[src/rtl/field_packer.sv]
// Packs a stream of VW-bit values into SLOTS consecutive (VW+1)-bit slots and emits words on a valid/ready port.
// Optional slot parity tag enabled by defining FIELD_PACKER_PARITY_EN.
module field_packer #(
  parameter int SLOTS = 4,
  parameter int VW    = 3
) (
  input  logic                         i_clk,
  input  logic                         i_rst_n,
  input  logic [VW-1:0]                i_data,
  input  logic                         i_valid,
  output logic                         o_ready,
  input  logic                         i_flush,
  output logic [SLOTS*(VW+1)-1:0]      o_data,
  output logic [$clog2(SLOTS+1)-1:0]   o_count,
  output logic                         o_valid,
  input  logic                         i_ready
);

  localparam int SW = VW + 1;
  localparam int WW = SLOTS * SW;
  localparam int CW = $clog2(SLOTS + 1);

  // Tag bit stored above the value in each filled slot.
  function automatic logic slot_tag(input logic [VW-1:0] v);
`ifdef FIELD_PACKER_PARITY_EN
    return ^v;
`else
    return 1'b0;
`endif
  endfunction

  logic [WW-1:0] acc_r;
  logic [CW-1:0] idx_r;
  logic          pending_r;

  logic [WW-1:0] acc_next_s;
  logic [CW-1:0] cnt_next_s;
  logic          accept_s;
  logic          want_xfer_s;
  logic          xfer_s;

  assign o_ready  = ~pending_r;
  assign accept_s = i_valid & ~pending_r;
  assign xfer_s   = want_xfer_s & (~o_valid | i_ready);

  // Next accumulator contents and fill count, and whether a word is ready to leave.
  always_comb begin
    acc_next_s  = acc_r;
    cnt_next_s  = idx_r + {{(CW-1){1'b0}}, accept_s};
    want_xfer_s = 1'b0;
    for (int k = 0; k < SLOTS; k++) begin
      if (accept_s && (idx_r == CW'(k))) begin
        acc_next_s[k*SW +: SW] = {slot_tag(i_data), i_data};
      end else begin
        acc_next_s[k*SW +: SW] = acc_r[k*SW +: SW];
      end
    end
    // A held word always wants out; otherwise only a completed word or a non-empty flush.
    if (pending_r) begin
      want_xfer_s = 1'b1;
    end else if (accept_s && (idx_r == CW'(SLOTS - 1))) begin
      want_xfer_s = 1'b1;
    end else if (i_flush && (cnt_next_s != {CW{1'b0}})) begin
      want_xfer_s = 1'b1;
    end else begin
      want_xfer_s = 1'b0;
    end
  end

  // Accumulator, pending flag and output register.
  always_ff @(posedge i_clk or negedge i_rst_n) begin
    if (!i_rst_n) begin
      acc_r     <= {WW{1'b0}};
      idx_r     <= {CW{1'b0}};
      pending_r <= 1'b0;
      o_data    <= {WW{1'b0}};
      o_count   <= {CW{1'b0}};
      o_valid   <= 1'b0;
    end else if (xfer_s) begin
      o_data    <= acc_next_s;
      o_count   <= cnt_next_s;
      o_valid   <= 1'b1;
      acc_r     <= {WW{1'b0}};
      idx_r     <= {CW{1'b0}};
      pending_r <= 1'b0;
    end else begin
      if (o_valid && i_ready) begin
        o_valid <= 1'b0;
      end else begin
        o_valid <= o_valid;
      end
      acc_r     <= acc_next_s;
      idx_r     <= cnt_next_s;
      pending_r <= want_xfer_s;
    end
  end

endmodule

[config.mk]
export PLATFORM = sky130hd
export DESIGN_NAME = field_packer
export DESIGN_NICKNAME = d
export VERILOG_FILES = /design/src/rtl/field_packer.sv
export SDC_FILE = /design/constraint.sdc
export NUM_CORES = 1
export LEC_CHECK = 0
export BUFFER_PORTS_ARGS = -buffer_cell sky130_fd_sc_hd__buf_2
export CELL_PAD_IN_SITES_DETAIL_PLACEMENT = 1
export CELL_PAD_IN_SITES_GLOBAL_PLACEMENT = 2
export CORE_MARGIN = 1.5
export CORE_UTILIZATION = 32
export DETAILED_ROUTE_END_ITERATION = 12
export PLACE_DENSITY = 0.83
export SYNTH_ARGS = -nofsm -noshare
export SYNTH_HDL_FRONTEND = slang
export SYNTH_SLANG_ARGS = --single-unit
[constraint.sdc]
create_clock -name i_clk -period 1.81 [get_ports i_clk]
set_input_delay 0.2715 -clock i_clk [delete_from_list [all_inputs] [get_ports i_clk]]
set_output_delay 0.2715 -clock i_clk [all_outputs]
set_load 0.05 [all_outputs]
# Word level (Yosys, flattened, before mapping)
# Index checks and enable logic that the tools add are counted.
# Widths: inputs -> output; s select.
classes:
  add_sub_neg: 1
  eq_ne: 3
  mux: 12
  bitwise: 5
  reduce_logical: 9
op_table:
  columns: ["operator", "count"]
  rows:
  - ["$mux 16", 1]
  - ["$mux 4", 4]
  - ["$eq 3x2->1 const B", 2]
  - ["$logic_and 1x1->1", 6]
  - ["$mux 1", 6]
  - ["$add 3x1->3", 1]
  - ["$eq 3x1->1 const B", 1]
  - ["$logic_not 3->1", 1]
  - ["$mux 3", 1]
  - ["$reduce_bool 3->1", 1]
  - ["$and 1x1->1", 2]
  - ["$not 1->1", 2]
  - ["$reduce_bool 2->1", 1]
  - ["$or 1x1->1", 1]
word_totals:
  reg_bits: 40
  input_bits: 8
  out_inout_bits: 21

# Longest topological paths before layout
# Gate-level depths: netlist of run 1.
depth:
  word_depth: 10
  mapped_depth: 9
  depth_no_buf: 7

# Least setup slack after synthesis of run 1
# OpenSTA, ideal clock, no wires.
synth_path:
  path_kind: "register to register"
  startpoint: "register idx_r[0]"
  endpoint: "register o_data[15]"
  setup_ns: 0.127
  arrival_time_ns: 1.875
  required_time_ns: 1.683
  path_slack_ns: -0.192
  stages_incl_launch_ff: 7
  period_less_slack_ns: 2.002
  cell_sequence: "dfrtp_1 > ha_1 > ha_1 > o31a_1 > o31a_1 > buf_6 > mux2_1"
synth_via:
  elab_chain_cells: 7
  word_cells_on_any_way: 10
  classes_between: "add/sub (1); eq/ne (1); mux (4); bitwise (1); reduce/logical (3)"
synth_rtl:
  columns: ["item", "line", "source"]
  rows:
  - ["start, declared", "33", "logic [CW-1:0] idx_r;"]
  - ["start signal, assigned", "74", "idx_r <= {CW{1'b0}};"]
  - ["start signal, assigned", "84", "idx_r <= {CW{1'b0}};"]
  - ["start signal, assigned", "93", "idx_r <= cnt_next_s;"]
  - ["$add 3x1->3", "49", "cnt_next_s = idx_r + {{(CW-1){1'b0}}, accept_s};"]
  - ["named net cnt_next_s[1]", "37", "logic [CW-1:0] cnt_next_s;"]
  - ["$reduce_bool 3->1", "63", "end else if (i_flush && (cnt_next_s != {CW{1'b0}})) begin"]
  - ["$logic_and 1x1->1", "63", null]
  - ["$mux 1", "63", null]
  - ["$mux 1", "61", "end else if (accept_s && (idx_r == CW'(SLOTS - 1))) begin"]
  - ["$mux 1", "59", "if (pending_r) begin"]
  - ["$and 1x1->1", "44", "assign xfer_s = want_xfer_s & (~o_valid | i_ready);"]
  - ["end signal, assigned", "76", "o_data <= {WW{1'b0}};"]
  - ["end signal, assigned", "80", "o_data <= acc_next_s;"]
  - ["end, declared", "13", "output logic [SLOTS*(VW+1)-1:0] o_data,"]
# The timed path passes the listed nets, and every way through them passes these cells.
# A chain may end at the register's enable or synchronous reset.

# Worst setup path in the final report of run 1
layout_path:
  startpoint: "register pending_r"
  endpoint: "register o_data[15]"
layout_via:
  elab_chain_cells: 9
  word_cells_on_any_way: 11
  classes_between: "add/sub (1); mux (4); bitwise (3); reduce/logical (3)"
layout_rtl:
  columns: ["item", "line", "source"]
  rows:
  - ["start, declared", "34", "logic pending_r;"]
  - ["start signal, assigned", "94", "pending_r <= want_xfer_s;"]
  - ["$not 1->1", "43", "assign accept_s = i_valid & ~pending_r;"]
  - ["$and 1x1->1", "43", null]
  - ["$add 3x1->3", "49", null]
  - ["named net cnt_next_s[1]", "37", null]
  - ["$reduce_bool 3->1", "63", null]
  - ["$logic_and 1x1->1", "63", null]
  - ["$mux 1", "63", null]
  - ["$mux 1", "61", null]
  - ["$mux 1", "59", null]
  - ["$and 1x1->1", "44", null]
# The timed path passes the listed nets, and every way through them passes these cells.

==> results.py, run 1 <==
metrics = {
    "logic_synthesis": {
        "synthCells": 132,
        "netlist_top_cells_area": "dfrtp_1 (61%), mux2i_1 (16%), inv_1 (3.9%), nor2_1 (3.9%), mux2_2 (2.1%)",
        "synthDominantCellAreaShare": 0.609,
        "ys_warn_count": 0,
        "syn_area_per_cell_sq_um": 12.4,
        "mappedNetlistNets": 142,
        "ys_seq_elements": 40,
        "synth_top_area_cell": "dfrtp_1",
        "synth_area_sq_um": 1640,
        "synth-seq-area-share": 0.609,
        "ys_types": 21,
    },
    "clock_network": {
        "ctsHtreeMaxLevel": 2,
        "tritoncts": "done",
        "tritoncts_num_sinks": 40,
        "clk_latency_ps": 290,
        "cts.path.max_buffers": 2,
        "worst_setup_hold_path_clk_slew_ps": 70,
        "cts-buffers-inserted": 5,
        "clockRootBuffer": "clkbuf_8",
    },
    "die": {
        "fp.dieH_microns": 74.7,
        "initial_core_util": 0.339,
        "ios": 29,
        "die_area_sq_um": 5570,
        "core.rowCount": 25,
        "std_cell_core_area_sq_um": 4850,
        "dieWidth_microns": 74.7,
    },
    "final_layout": {
        "nNetsFinal": 187,
        "fin_util": 0.434,
        "drive_gt1_frac": 0.360,
        "antenna_cells_inserted": 0,
        "synthToLayoutAreaGrowth_pct": 28.0,
        "post_layout_nonfiller_instances": 245,
        "mostFrequentLayoutCell": "dfrtp_1",
        "most-common-layout-cells": "dfrtp_1 (40), buf_2 (28), mux2i_1 (27)",
    },
    "sta": {
        "final-max-slew-violation-count": 0,
        "hold_viol": 0,
        "max_slew_margin": 0.675,
        "min_period_ps": 2010,
        "fmax_mhz": 498,
        "final.setup_skew_ps": 3.98,
        "final.period_utilization": 1.11,
        "max_slew.worst_pin.slew_ps": 488,
        "rsz_0062_raised_after_global_routing": "true",
        "setup_viol": 38,
        "setup_ws_ps": -196,
    },
    "placement": {
        "placedCellCount": 236,
        "place_hpwl_microns": 2520,
        "buffer_ports.inserted": 28,
        "finalWeightedCongestion": 0.721,
    },
    "global_routing": {
        "grt_pass1_vias": 1195,
        "grt_first_pass_wirelength_microns": 5650,
        "global_route.usage.total": 0.138,
        "globalRouteOverflowTotal": 0,
        "grt_start_max_net_pins": 41,
        "grt_antenna_before_repair": 0,
    },
    "setup_path": {
        "max_stage_delay_ps": 390,
        "path_depth": 6,
        "cell_with_the_largest_stage_delay_on_the_worst_path": "dfrtp_1",
        "cp_required_ps": 1980,
        "path_delay_family": "compound AO/OA/AOI/OAI gates",
        "worstSetupEndpointType": "flip-flop",
        "critical_path.reg2reg.endpoint": "o_data[15]",
        "crit_path_from": "pending_r",
        "worstRegToRegCells": 6,
        "worst-endpoint-arrival_ps": 2180,
        "critPathCapture": "o_data[15]",
        "ff2ff_setup_slack_ps": -200,
        "startpoint_type": "flip-flop",
        "critical_path_buffers_and_inverters": 0,
        "criticalPathCategory": "flip-flop to flip-flop",
        "path_cells": "nor2b_1 -> ha_2 -> ha_4 -> o31a_1 -> o31a_4 -> mux2_1",
        "worstReg2RegStart": "pending_r",
        "critical_path_peak_fanout": 7,
    },
    "power": {
        "vdd.ir_drop.worst_mv": 0.740,
        "powerDensity_nw_per_um2": 1810,
        "totalPowerFinal_mw": 3.81,
        "leakage_nw": 1.11,
    },
    "worst_hold_path": {
        "worstHoldPathType": "input pin to async pin",
    },
    "routing": {
        "detailroute.via_count": 1066,
        "drc": 0,
        "route.detailed.wl_per_inst_microns": 13.7,
        "violation_count_after_the_first_detailed_routing_iteration": 20,
        "detail_route.wirelength_microns": 3350,
        "ant_nets": 0,
        "drt_first_pass_iters": 3,
        "avgViaCountPerCell": 4.35,
    },
    "flow_run": {
        "max_cap_viol_count": 0,
    },
    "status": {
        "failed_checks": "negative setup slack",
        "run_status": "finished, violations left",
    },
}
-- power breakdown --
group	switching [mW]	internal [mW]	leakage [nW]	total, mW
clock network	0.299	0.304	0.0510	0.604
logic	1.20	0.729	0.517	1.93
registers	0.122	1.16	0.538	1.28
total	1.62	2.19	1.11	3.81
-- routing by layer --
metal	part of all wire	global-route usage	vias up
li1	-	-	509
met1	0.41	0.167	537
met2	0.55	0.240	14
met3	0.029	0.0321	6
met4	0.014	0.0545	0
met5	0	0	-
-- state kept, by name, summed over array words and instances, names as in the netlist --
name / cells
acc_r: 16
idx_r: 3
o_count: 3
o_data: 16
o_valid: 1
pending_r: 1
-- layout make-up --
type	instances	area, sq um
clock buffers	6	82.6
clock inverters	2	10.0
fillers	541	2750
inverters	17	63.8
multi-input cells	70	583
flip-flops and latches	40	1000
well taps	67	83.8
repair buffers	43	278
-- cells in the mapped netlist --
| cell type | instances |
|---|---|
| nor3b_1 | 1 |
| and4b_1 | 1 |
| nor2b_1 | 5 |
| nor3_1 | 1 |
| dfrtp_1 | 40 |
| ha_1 | 2 |
| nor3b_2 | 1 |
| mux2_1 | 1 |
| and3_1 | 1 |
| xor2_1 | 1 |
| nand2b_1 | 2 |
| o31a_1 | 2 |
| buf_6 | 2 |
| clkbuf_1 | 1 |
| nand3b_1 | 2 |
| nand2_1 | 3 |
| inv_1 | 17 |
| buf_2 | 2 |
| mux2_2 | 3 |
| mux2i_1 | 27 |
| nor2_1 | 17 |
-- how the worst min path moves through the flow --
stage / from / cells past startpoint / end
6_report: i_rst_n / 2 / idx_r[0]
3_5_place_dp: i_rst_n / 2 / o_count[1]
5_1_grt: i_rst_n / 2 / o_count[1]
4_1_cts: i_rst_n / 2 / o_count[1]
3_3_place_gp: i_rst_n / 2 / o_count[0]
2_1_floorplan: i_rst_n / 0 / acc_r[0]
-- per-stage QoR --
| stage | area [sq um] | hold WS (ps) | TNS [ps] | worst slack (ps) |
|---|---|---|---|---|
| 2_1_floorplan | 1660 | -24.1 | -2750 | -173 |
| 3_3_place_gp | 1980 | 343 | -7580 | -258 |
| 3_5_place_dp | 1980 | 360 | -10700 | -362 |
| 4_1_cts | 2080 | 40.1 | -5710 | -216 |
| 5_1_grt | 2100 | 50.2 | -7750 | -265 |
| 6_report | 2100 | 23.6 | -5280 | -196 |
-- worst reg2reg max path: cells and delay by family (launching register included) --
kind                       cells  cell delay (ps)
and+or+nand+nor                1              140
DFF                            1              390
adders and majority gates      2              400
muxes                          1              320
AOI/OAI and AO/OA              2              650
-- logic make-up after synthesis --
| family | count (synthesis) | share of synthesized area |
|---|---|---|
| adder cells (fa/ha/maj) | 2 | 0.0152 |
| buffers and inverters | 22 | 0.0609 |
| AND/OR/NAND/NOR | 34 | 0.107 |
| multiplexers | 31 | 0.192 |
| XOR/XNOR | 1 | 0.00533 |
| AO/OA/AOI/OAI | 2 | 0.0107 |
| flip-flops | 40 | 0.609 |
-- repair_timing --
action	in CTS	in global routing
setup endpoints to repair	38	38
setup buffers	0	1
gates resized for setup	4	4
hold buffers	0	0
cloned	0	0
(Power assumes the default switching activity.)
==> run 2: changes to the inputs <==
--- a/config.mk
+++ b/config.mk
@@ -9,9 +9,10 @@
 export CELL_PAD_IN_SITES_DETAIL_PLACEMENT = 1
 export CELL_PAD_IN_SITES_GLOBAL_PLACEMENT = 2
 export CORE_MARGIN = 1.5
-export CORE_UTILIZATION = 32
+export CORE_UTILIZATION = 34
+export CTS_BUF_LIST = sky130_fd_sc_hd__clkbuf_8
 export DETAILED_ROUTE_END_ITERATION = 12
-export PLACE_DENSITY = 0.83
+export PLACE_DENSITY = 0.87
 export SYNTH_ARGS = -nofsm -noshare
 export SYNTH_HDL_FRONTEND = slang
 export SYNTH_SLANG_ARGS = --single-unit
==> results.py, run 2 (synthesis results as in run 1) <==
metrics = {
    "status": {
        "run_status": "finished, violations left",
        "failed_checks": "negative setup slack",
    },
    "sta": {
        "final.setup_skew_ps": 2.55,
        "fmax_mhz": 489,
        "max_slew_margin": 0.426,
        "setup_viol": 37,
        "final_worst_hold_slack_ps": 89.1,
        "rsz_0062_raised_after_global_routing": "true",
        "max_slew.worst_pin.slew_ps": 861,
        "min_period_ps": 2050,
        "hold_viol": 0,
        "final.period_utilization": 1.13,
        "final-max-slew-violation-count": 0,
        "setup_ws_ps": -236,
    },
    "clock_network": {
        "tritoncts_num_sinks": 40,
        "tritoncts": "done",
        "cts.path.max_buffers": 2,
        "cts_hold_buffers": 0,
        "ctsHtreeMaxLevel": 2,
        "cts-buffers-inserted": 5,
        "clockRootBuffer": "clkbuf_8",
        "clk_latency_ps": 290,
        "worst_setup_hold_path_clk_slew_ps": 70,
    },
    "global_routing": {
        "grt_first_pass_wirelength_microns": 5660,
        "grt_start_max_net_pins": 41,
        "global_route.usage.total": 0.145,
        "grt_pass1_vias": 1156,
        "grt_antenna_before_repair": 0,
        "globalRouteOverflowTotal": 0,
    },
    "routing": {
        "drc": 0,
        "detail_route.wirelength_microns": 3430,
        "detailroute.via_count": 1083,
        "ant_nets": 0,
        "drt_first_pass_iters": 4,
        "route.detailed.wl_per_inst_microns": 14.8,
        "avgViaCountPerCell": 4.67,
        "violation_count_after_the_first_detailed_routing_iteration": 47,
    },
    "setup_path": {
        "worstSetupEndpointType": "flip-flop",
        "cell_with_the_largest_stage_delay_on_the_worst_path": "dfrtp_1",
        "cp_required_ps": 1970,
        "critPathCapture": "o_data[12]",
        "criticalPathCategory": "flip-flop to flip-flop",
        "path_depth": 7,
        "critical_path_peak_fanout": 13,
        "worstRegToRegCells": 7,
        "critical_path_buffers_and_inverters": 1,
        "startpoint_type": "flip-flop",
        "critical_path.reg2reg.endpoint": "o_data[12]",
        "crit_path_from": "pending_r",
        "path_delay_family": "compound AO/OA/AOI/OAI gates",
        "path_cells": "nor2b_2 -> ha_2 -> ha_4 -> o31a_1 -> o31a_4 -> buf_12 -> mux2i_1",
        "worstReg2RegStart": "pending_r",
        "ff2ff_setup_slack_ps": -240,
        "worst-endpoint-arrival_ps": 2210,
        "max_stage_delay_ps": 400,
    },
    "power": {
        "powerDensity_nw_per_um2": 1830,
        "vdd.ir_drop.worst_mv": 1.01,
        "totalPowerFinal_mw": 3.88,
        "leakage_nw": 1.10,
    },
    "placement": {
        "place_hpwl_microns": 2360,
        "finalWeightedCongestion": 0.734,
        "buffer_ports.inserted": 28,
    },
    "die": {
        "core.rowCount": 25,
        "fp.dieH_microns": 72.5,
        "std_cell_core_area_sq_um": 4690,
        "dieWidth_microns": 72.5,
        "die_area_sq_um": 5260,
        "initial_core_util": 0.350,
        "ios": 29,
    },
    "final_layout": {
        "antenna_cells_inserted": 0,
        "mostFrequentLayoutCell": "dfrtp_1",
        "synthToLayoutAreaGrowth_pct": 28.9,
        "most-common-layout-cells": "dfrtp_1 (40), buf_2 (28), mux2i_1 (27)",
        "biggestRegsByFlops": "acc_r: 16 flops, o_data: 16 flops",
        "nNetsFinal": 187,
        "drive_gt1_frac": 0.382,
    },
    "worst_hold_path": {
        "worstHoldPathType": "input pin to async pin",
    },
    "flow_run": {
        "max_cap_viol_count": 0,
    },
}
run 2: cell count changes in the layout (fill, tap and decap cells not counted), sizes merged:
cell      delta
inv          +1
clkinvlp     +1
buf          -1
clkinv       -2
o31a         +1
run 2: where the power goes:
| group | internal, mW | switching, mW |
|---|---|---|
| Combinational | 0.765 | 1.23 |
| Clock | 0.304 | 0.300 |
| Sequential | 1.16 | 0.128 |
| Total | 2.23 | 1.66 |
run 2: metal layers:
metal  wire length, microns  vias to the layer above  global-route usage
li1                       -                      514                   -
met1                   1410                      545               0.179
met3                    118                        5              0.0306
met5                      0                        -                   0
met4                     68                        0              0.0755
met2                   1830                       19               0.240
run 2: worst reg2reg max path, delay by kind of cell (launching register included):
family | cells | cell delay [ps]
fa+ha+maj | 2 | 410
simple gates | 1 | 140
compound gates | 2 | 670
flops | 1 | 400
buf+inv | 1 | 170
mux | 1 | 130
run 2: how the worst min path moves through the flow:
stage | start | to | slack (ps) | cells after the start
floorplan | i_rst_n | acc_r[0] | -20 | 0
global placement | i_rst_n | o_data[5] | 420 | 1
detailed placement | i_rst_n | o_data[6] | 430 | 1
CTS | i_rst_n | o_data[6] | 110 | 1
global route | i_rst_n | o_data[5] | 140 | 1
finish | i_rst_n | o_data[13] | 90 | 1
run 2: stage by stage:
step	util	setup WS [ps]	instances	setup TNS [ps]	cell area, sq um
6_report	0.451	-236	232	-6650	2120
5_1_grt	0.451	-296	232	-8770	2120
4_1_cts	0.440	-226	230	-6190	2060
3_5_place_dp	0.413	-433	220	-12960	1940
3_3_place_gp	0.413	-282	220	-8170	1940
2_1_floorplan	-	-173	132	-2750	1660
run 2: layout make-up:
cell class                 count  area, sq um
fill                         523         2570
sequential                    40         1000
multi-input combinational     71          618
timing repair buffer          42          274
clock buffer                   6         82.6
tap                           54         67.6
inverter                      17         63.8
clock inverter                 2         11.3
run 2: timing repair:
action / CTS / global route
setup buffers: 1 / 2
pin swaps: 0 / 0
cloned: 1 / 0
gates resized for setup: 4 / 11
endpoints found under the setup margin: 38 / 40
